--- src/rtl/onehot_decode_fifo_if.sv ---
// Handshake bundle between an encoded-index source, the decode FIFO and a one-hot consumer.
// Latency: none; this file only groups wires.
// Backpressure: in_ready flows back to the source and out_ready flows in from the consumer.
interface onehot_decode_fifo_if #(
   parameter int N_CODE = 2
);
   logic                   in_valid;
   logic                   in_ready;
   logic [N_CODE-1:0]      in_code;
   logic                   in_none;
   logic                   out_valid;
   logic                   out_ready;
   logic [(2**N_CODE)-1:0] out_onehot;
   logic                   out_none;

   // Environment side: drives source inputs and consumer ready.
   modport master (
      output in_valid, in_code, in_none, out_ready,
      input  in_ready, out_valid, out_onehot, out_none
   );

   // FIFO side.
   modport slave (
      input  in_valid, in_code, in_none, out_ready,
      output in_ready, out_valid, out_onehot, out_none
   );
endinterface

--- src/rtl/onehot_decode_fifo.sv ---
// Buffers encoded line indices and presents the head entry as a one-hot line vector.
// Latency: 1 cycle from push to visibility (no bypass).
// Backpressure: in_ready = not full, registered-only; a full FIFO refuses a push even during a pop.
module onehot_decode_fifo #(
   parameter int N_CODE = 2,
   parameter int DEPTH  = 4
) (
   input  logic                   clk,
   input  logic                   rst_n,
   onehot_decode_fifo_if.slave    bus,
   output logic [$clog2(DEPTH):0] level
);
   localparam int AW = $clog2(DEPTH);
   localparam int LW = AW + 1;
   localparam int OW = 2**N_CODE;

   // Each entry is {none, code}.
   logic [N_CODE:0]   mem_q [DEPTH];
   logic [AW-1:0]     wr_ptr_q, wr_ptr_d;
   logic [AW-1:0]     rd_ptr_q, rd_ptr_d;
   logic [LW-1:0]     level_q, level_d;
   logic              push, pop;
   logic [N_CODE:0]   head;
   logic [OW-1:0]     onehot_d;

   // Handshake qualifiers; both ready/valid come from registered level only.
   assign bus.in_ready  = (level_q != LW'(DEPTH));
   assign bus.out_valid = (level_q != '0);
   assign push          = bus.in_valid && bus.in_ready;
   assign pop           = bus.out_valid && bus.out_ready;
   assign head          = mem_q[rd_ptr_q];
   assign level         = level_q;

   // Next-state for pointers and occupancy; level alone encodes EMPTY/PARTIAL/FULL.
   always_comb begin
      wr_ptr_d = wr_ptr_q;
      rd_ptr_d = rd_ptr_q;
      level_d  = level_q;
      if (push) wr_ptr_d = wr_ptr_q + AW'(1);
      if (pop)  rd_ptr_d = rd_ptr_q + AW'(1);
      case ({push, pop})
         2'b10:   level_d = level_q + LW'(1);
         2'b01:   level_d = level_q - LW'(1);
         default: level_d = level_q;
      endcase
   end

   // Control state register with asynchronous clear.
   always_ff @(posedge clk or negedge rst_n) begin
      if (!rst_n) begin
         wr_ptr_q <= '0;
         rd_ptr_q <= '0;
         level_q  <= '0;
      end else begin
         wr_ptr_q <= wr_ptr_d;
         rd_ptr_q <= rd_ptr_d;
         level_q  <= level_d;
      end
   end

   // Entry storage; contents after reset are don't-care, so no reset here.
   always_ff @(posedge clk) begin
      if (push) mem_q[wr_ptr_q] <= {bus.in_none, bus.in_code};
   end

   // Decode the head entry; everything reads zero while empty.
   always_comb begin
      onehot_d = '0;
      if (bus.out_valid && !head[N_CODE]) onehot_d[head[N_CODE-1:0]] = 1'b1;
   end

   assign bus.out_onehot = onehot_d;
   assign bus.out_none   = bus.out_valid && head[N_CODE];
endmodule

--- src/flat_wrapper.sv ---
// flat-port wrapper written by rule: the top's interface ports become plain ports
module onehot_decode_fifo_flat 
#(
   parameter int N_CODE = 2,
   parameter int DEPTH  = 4
)
  (clk, rst_n, level, bus_in_valid, bus_in_code, bus_in_none, bus_out_ready, bus_in_ready, bus_out_valid, bus_out_onehot, bus_out_none);
  onehot_decode_fifo_if #(.N_CODE(N_CODE)) bus_i ();
  input  logic clk;
  input  logic rst_n;
  output logic [$clog2(DEPTH):0] level;
  input wire logic [$bits(bus_i.in_valid)-1:0] bus_in_valid;
  input wire logic [$bits(bus_i.in_code)-1:0] bus_in_code;
  input wire logic [$bits(bus_i.in_none)-1:0] bus_in_none;
  input wire logic [$bits(bus_i.out_ready)-1:0] bus_out_ready;
  output wire logic [$bits(bus_i.in_ready)-1:0] bus_in_ready;
  output wire logic [$bits(bus_i.out_valid)-1:0] bus_out_valid;
  output wire logic [$bits(bus_i.out_onehot)-1:0] bus_out_onehot;
  output wire logic [$bits(bus_i.out_none)-1:0] bus_out_none;
  assign bus_i.in_valid = bus_in_valid;
  assign bus_i.in_code = bus_in_code;
  assign bus_i.in_none = bus_in_none;
  assign bus_i.out_ready = bus_out_ready;
  assign bus_in_ready = bus_i.in_ready;
  assign bus_out_valid = bus_i.out_valid;
  assign bus_out_onehot = bus_i.out_onehot;
  assign bus_out_none = bus_i.out_none;
  onehot_decode_fifo #(.N_CODE(N_CODE), .DEPTH(DEPTH)) u_core (.clk(clk), .rst_n(rst_n), .bus(bus_i), .level(level));
endmodule
--- config.mk ---
export PLATFORM = sky130hd
export DESIGN_NAME = onehot_decode_fifo_flat
export DESIGN_NICKNAME = d
export VERILOG_FILES = /design/src/rtl/onehot_decode_fifo_if.sv /design/src/rtl/onehot_decode_fifo.sv /design/src/flat_wrapper.sv
export SDC_FILE = /design/constraint.sdc
export NUM_CORES = 1
export LEC_CHECK = 0
export CAP_MARGIN = 15
export CORE_MARGIN = 2
export CORE_UTILIZATION = 50
export DETAILED_ROUTE_END_ITERATION = 7
export GPL_TIMING_DRIVEN = 0
export PLACE_DENSITY_LB_ADDON = 0.08
export SYNTH_ARGS = -nofsm -noshare
export SYNTH_HDL_FRONTEND = slang
export SYNTH_SLANG_ARGS = --single-unit
--- constraint.sdc ---
create_clock -name clk -period 4.8 [get_ports clk]
set_input_delay 1.44 -clock clk [delete_from_list [all_inputs] [get_ports clk]]
set_output_delay 1.44 -clock clk [all_outputs]
set_load 0.01 [all_outputs]
==> results of run 1 <==
## registers in the layout, indices dropped and copies added (netlist names)
register and count:
u_core.rd_ptr_q 2, u_core.wr_ptr_q 2, u_core.level 3, u_core.mem_q 12
## metrics by stage
stage | cells | cell area [sq um] | power [uW] | hold slack, ns
2_1_floorplan | 61 | 904.6 | 479.4 | 0.5020
3_3_place_gp | 102 | 1096 | 602.6 | 0.5240
3_5_place_dp | 102 | 1096 | 613.8 | 0.5219
4_1_cts | 106 | 1126 | 698.0 | 0.5456
5_1_grt | 106 | 1126 | 745.5 | 0.5745
6_report | 106 | 1126 | 687.6 | 0.5471
## where the power goes
part | internal (uW) | switching (uW)
logic | 191 | 146
registers | 229 | 37.4
clock network | 31.7 | 53.0
total | 451 | 236
## cell usage in the layout (no fill, tap or decap), drive strengths merged
master         netlist  routed
and2                 3       3
and3                 4       4
buf                  1       1
clkbuf               0       3
clkdlybuf4s50        0      16
clkinvlp             0       1
dfrtp                7       7
edfxtp              12      12
fa                   1       1
ha                   5       5
inv                  7       7
mux2                 1       1
mux2i                1       1
mux4                 3       3
nand2                1       1
nand3                1       1
nor2                 2       2
nor3                 2       2
nor3b                2       2
or2                  1       1
or3b                 1       1
xnor2                3       3
xor2                 3       3
## worst register-to-register path, cell delays in order, from the launching register on
cell and delay [ns]:
dfrtp_1 0.45, or3b_1 0.44, and2_1 0.23, inv_1 0.07
ha_1 0.17, inv_1 0.06, fa_1 0.37, xor2_1 0.15
nor2_1 0.11, xor2_1 0.16
## path summary, 6_finish.rpt
path / startpoint / end / slack [ns] / cells past startpoint
max: u_core.rd_ptr_q[0] / bus_out_onehot[1] / 1.06 / 5
min: u_core.level[2] / u_core.level[2] / 0.55 / 1
max reg2reg: u_core.level[0] / u_core.level[2] / 2.53 / 9
min reg2reg: u_core.level[2] / u_core.level[2] / 0.55 / 1
max in group asynchronous: rst_n / u_core.wr_ptr_q[1] / 3.16 / 1
min in group asynchronous: rst_n / u_core.level[0] / 1.39 / 1
## routing by layer
metal	track usage	part of all wire	wire length (um)	up-vias
met1	0.2128	0.48	665	247
met3	0.03529	0.048	66	2
li1	-	-	-	254
met5	0	0	0	-
met2	0.2417	0.46	633	12
met4	0.06857	0.0087	12	0
## cell type report
cell class                      instances  area (sq um)  share of cell area
Clock buffer                            3         22.52             0.02000
Buffer                                  1         11.26             0.01000
Timing Repair Buffer                   16         160.2              0.1422
Multi-Input combinational cell         34         331.6              0.2944
Tap cell                               25         31.28             0.02778
Sequential cell                        19         535.5              0.4756
Inverter                                7         26.28             0.02333
Clock inverter                          1         7.507            0.006667
## synth_stat cells, drive strengths merged
cell     n
nand2    1
nor2     2
xor2     3
mux2i    1
and2     3
buf      1
and3     4
nor3b    2
mux4     3
mux2     1
xnor2    3
ha       5
dfrtp    7
or3b     1
edfxtp  12
fa       1
inv      7
or2      1
nand3    1
nor3     2
## kinds of logic after synthesis
family                     Yosys count  share of synthesized area
DFF                                 19                     0.5920
and+or+nand+nor                     17                     0.1148
buffers and inverters                8                    0.04150
xor gates and xnor gates             6                    0.05810
adders and majority gates            6                    0.09129
muxes                                5                     0.1024
==> results.tsv, run 1 <==
metric	value	unit
h-tree-depth	1	
ios	17	
crit_chain	buf_6, mux4_2, or2_4, nor3b_1, clkdlybuf4s50_1	
grt_max_degree	13	
ys_seq_elements	19	
drc_errors	0	
fp.dieW	46.54	um
cts_root_buf	clkbuf_4	
cts.path.max_buffers	2	
dieArea	0.002166	sq mm
period_needed	3.743	ns
initial_core_util	0.5297	
crit_path_end_kind	output pin	
cts.repair.resized	0	
cp-start-kind	flip-flop	
fin_tns_setup	0	ns
hold_buffers	0	
cpPeakStageDelay	0.56	ns
globalplace.congestion	0.6714	
max_freq	267.2	MHz
drt-total-wl	1377	um
seq_area_frac_synth	0.5920	
grtUsageTotal	0.1572	
crit_type	reg -> out	
nNetsFinal	95	
io_buffers	16	
finalMaxSlewViolations	0	
yosysWarnings	0	
setup_viol	0	
tritoncts	built	
peakVddDrop	0.0003079	V
hold_violations	0	
cts_setup_buffers	0	
ant_nets	0	
synth_top_area_cell	edfxtp_1	
synth.distinct_cells	22	
synth_area	904.6	sq um
drt_first_pass_iters	2	
critPathArrivalTime	2.30	ns
worst_slew_pin_slew	0.3364	ns
die_h	46.54	um
grt_pass1_vias	485	
numCtsBuffers	3	
netlist_instances	61	
clk_latency	0.30	ns
synthToLayoutAreaGrowth	24.48	%
skew	0.005883	ns
synthTopCellsByArea	edfxtp_1 (40%), dfrtp_1 (19%), ha_1 (6.9%)	
num-fill-cells	141	
cp_data_required_time	3.36	ns
path_buf_inv	2	
rows	15	
diodes	0	
synth_nets	74	
avgViaCountPerCell	4.858	
cp_slowest_cell	clkdlybuf4s50_1	
drv_cap	0	
grt_pass1_wl	2228	um
place_ws	1.382	ns
antenna_found_initial	0	
critPathMaxFanout	5	
hp-class	reg -> reg	
place.detailed.hpwl	1065	um
status	finished, final reports clean	
utilization	0.6593	
drive_gt1_frac	0.1235	
synth_top_area_frac	0.3983	
path_delay_family	buffers and inverters	
rsz0062_at_grt	no	
powerDensity	610.6	mW/mm^2
setup_slack	1.057	ns
leakage	0.0004525	uW
syn_area_per_cell	14.83	sq um
coreArea	0.001708	sq mm
routedWlPerCell	12.99	um
grt_overflow	0	
dr_total_vias	515	
cts.sinks	19	
post-route-period-util	0.7798	
path_clk_slew	0.11	ns
drtIter0Drc	10	
max_slew_margin	0.7750	
Note: power is estimated with default switching activity, not from simulation.
==> run 2: changes to the inputs <==
--- a/config.mk
+++ b/config.mk
@@ -7,7 +7,7 @@
 export LEC_CHECK = 0
 export CAP_MARGIN = 15
 export CORE_MARGIN = 2
-export CORE_UTILIZATION = 50
+export CORE_UTILIZATION = 45
 export DETAILED_ROUTE_END_ITERATION = 7
 export GPL_TIMING_DRIVEN = 0
 export PLACE_DENSITY_LB_ADDON = 0.08
==> constraint.sdc (replaced) <==
create_clock -name clk -period 3.4 [get_ports clk]
set_input_delay 1.02 -clock clk [delete_from_list [all_inputs] [get_ports clk]]
set_output_delay 1.02 -clock clk [all_outputs]
set_load 0.01 [all_outputs]
==> run 2 against run 1 <==
Net effect:
- clock power increased by 32%
- sequential share of layout area decreased by 0.16 points
- register-to-register slack got worse by 1.4 ns
- via count decreased by 2.9%
- cell count increased by 1.9%
- cell area increased by 0.33%
- first-iteration DRC count decreased by 40%
- clock skew decreased by 0.0033 ns
- worst hold slack got worse by 0.014 ns
- sequential cell count unchanged
- critical path depth unchanged
==> results.tsv, run 2 (same netlist as run 1, synthesis figures left out) <==
metric	value	unit
crit_chain	buf_6, mux4_2, or2_4, nor3b_1, clkdlybuf4s50_1	
dieArea	0.002385	sq mm
path_clk_slew	0.11	ns
cp_data_required_time	2.38	ns
peakVddDrop	0.0004708	V
grt_pass1_wl	2373	um
avgViaCountPerCell	4.630	
antenna_found_initial	0	
io_buffers	16	
skew	0.002559	ns
fin_tns_setup	0	ns
hold_buffers	0	
cts.repair.resized	0	
final_cell_count_no_fill	108	
hold_violations	0	
cts_setup_buffers	0	
dp_cells	104	
grt_pass1_vias	498	
regMostFlops	u_core.mem_q	
drt_first_pass_iters	4	
coreArea	0.001922	sq mm
grtUsageTotal	0.1357	
path_delay_family	buffers and inverters	
routedWlPerCell	13.03	um
nNetsFinal	95	
worstHoldStart	u_core.level[2]	
critPathArrivalTime	2.27	ns
max_slew_margin	0.7783	
p_comb_frac	0.491	
grt_overflow	0	
cp_slowest_cell	clkdlybuf4s50_1	
period_needed	3.289	ns
crit_type	reg -> out	
synthToLayoutAreaGrowth	24.90	%
p_switching	325.8	uW
drive_gt1_frac	0.1111	
diodes	0	
setup_viol	0	
globalplace.congestion	0.7631	
drt-total-wl	1407	um
tritoncts	built	
rr_startpoint	u_core.level[1]	
rows	16	
cp-start-kind	flip-flop	
ant_nets	0	
cts_root_buf	clkbuf_4	
die_h	48.84	um
drv_cap	0	
p_clk_frac	0.117	
utilization	0.5879	
cts.sinks	19	
critPathMaxFanout	5	
rsz0062_at_grt	no	
drtIter0Drc	6	
num-fill-cells	171	
worst_slew_pin_slew	0.3315	ns
h-tree-depth	1	
powerDensity	851.0	mW/mm^2
internal_power	635.7	uW
drc_errors	0	
path_buf_inv	2	
ff2ff_setup_slack	1.10	ns
largest_reg_flops	12	
critPathLaunch	u_core.rd_ptr_q[0]	
sw_frac_of_total	0.3388	
max_freq	304.0	MHz
final_common_cell	clkdlybuf4s50_1	
fp.dieW	48.84	um
cpPeakStageDelay	0.56	ns
status	finished, final reports clean	
ios	17	
leakage	0.0004869	uW
numCtsBuffers	3	
timing.hold.ws	0.5334	ns
finalMaxSlewViolations	0	
post-route-period-util	0.9674	
layout_common_cells	clkdlybuf4s50_1 (14), edfxtp_1 (12), inv_1 (7), dfrtp_1 (7), ha_1 (5)	
cts.path.max_buffers	2	
grt_max_degree	11	
dr_total_vias	500	
initial_core_util	0.4707	
crit_path_end_kind	output pin	
clk_latency	0.29	ns
place.detailed.hpwl	1062	um
p_seq_frac	0.392	
hp-class	reg -> reg	
==> run 2: cell count changes in the layout (fill, tap and decap cells not counted), sizes merged <==
cell,change
clkdlybuf4s50,-2
dlymetal6s2s,+2
clkbuf,+1
clkinvlp,-1
==> run 2: worst paths after layout <==
path | cells after the start | endpoint
worst max-delay path | 5 | bus_out_onehot[2]
worst min-delay path | 1 | u_core.level[2]
worst max register to register | 9 | u_core.level[2]
worst min register to register | 1 | u_core.level[2]
max in group asynchronous | 1 | u_core.wr_ptr_q[1]
min in group asynchronous | 1 | u_core.rd_ptr_q[0]
==> run 2: through the flow <==
stage	instance area, sq um	setup slack (ns)	total power [uW]
floorplan	904.6	0.8717	676.9
global route	1130	0.01814	1039
CTS	1125	0.06340	977.6
global placement	1099	0.4297	852.2
detailed placement	1099	0.3958	864.6
finish	1130	0.1109	961.5
==> run 2: power by group through the flow <==
stage	registers [uW]	clock network, uW	logic [uW]
2_1_floorplan	377	0	300
3_3_place_gp	380	0	472
3_5_place_dp	383	0	481
4_1_cts	378	115	485
5_1_grt	387	123	528
6_report	377	112	472
==> run 2: final cells by class <==
cell class / count / area, sq um / area share
sequential: 19 / 535.5 / 0.4740
multi-input combinational: 34 / 331.6 / 0.2935
timing repair buffer: 16 / 165.2 / 0.1462
clock buffer: 4 / 26.28 / 0.02326
buffer: 1 / 11.26 / 0.009967
inverter: 7 / 26.28 / 0.02326
tap: 27 / 33.78 / 0.02990
==> run 2: metal layers <==
metal / wire [um] / part of all wire / vias to the layer above / global-route usage
met1: 747 / 0.53 / 230 / 0.1987
met4: 23 / 0.016 / 0 / 0.07143
met5: 0 / 0 / - / 0
met3: 38 / 0.027 / 2 / 0.03067
met2: 596 / 0.42 / 11 / 0.1895
li1: - / - / 257 / -
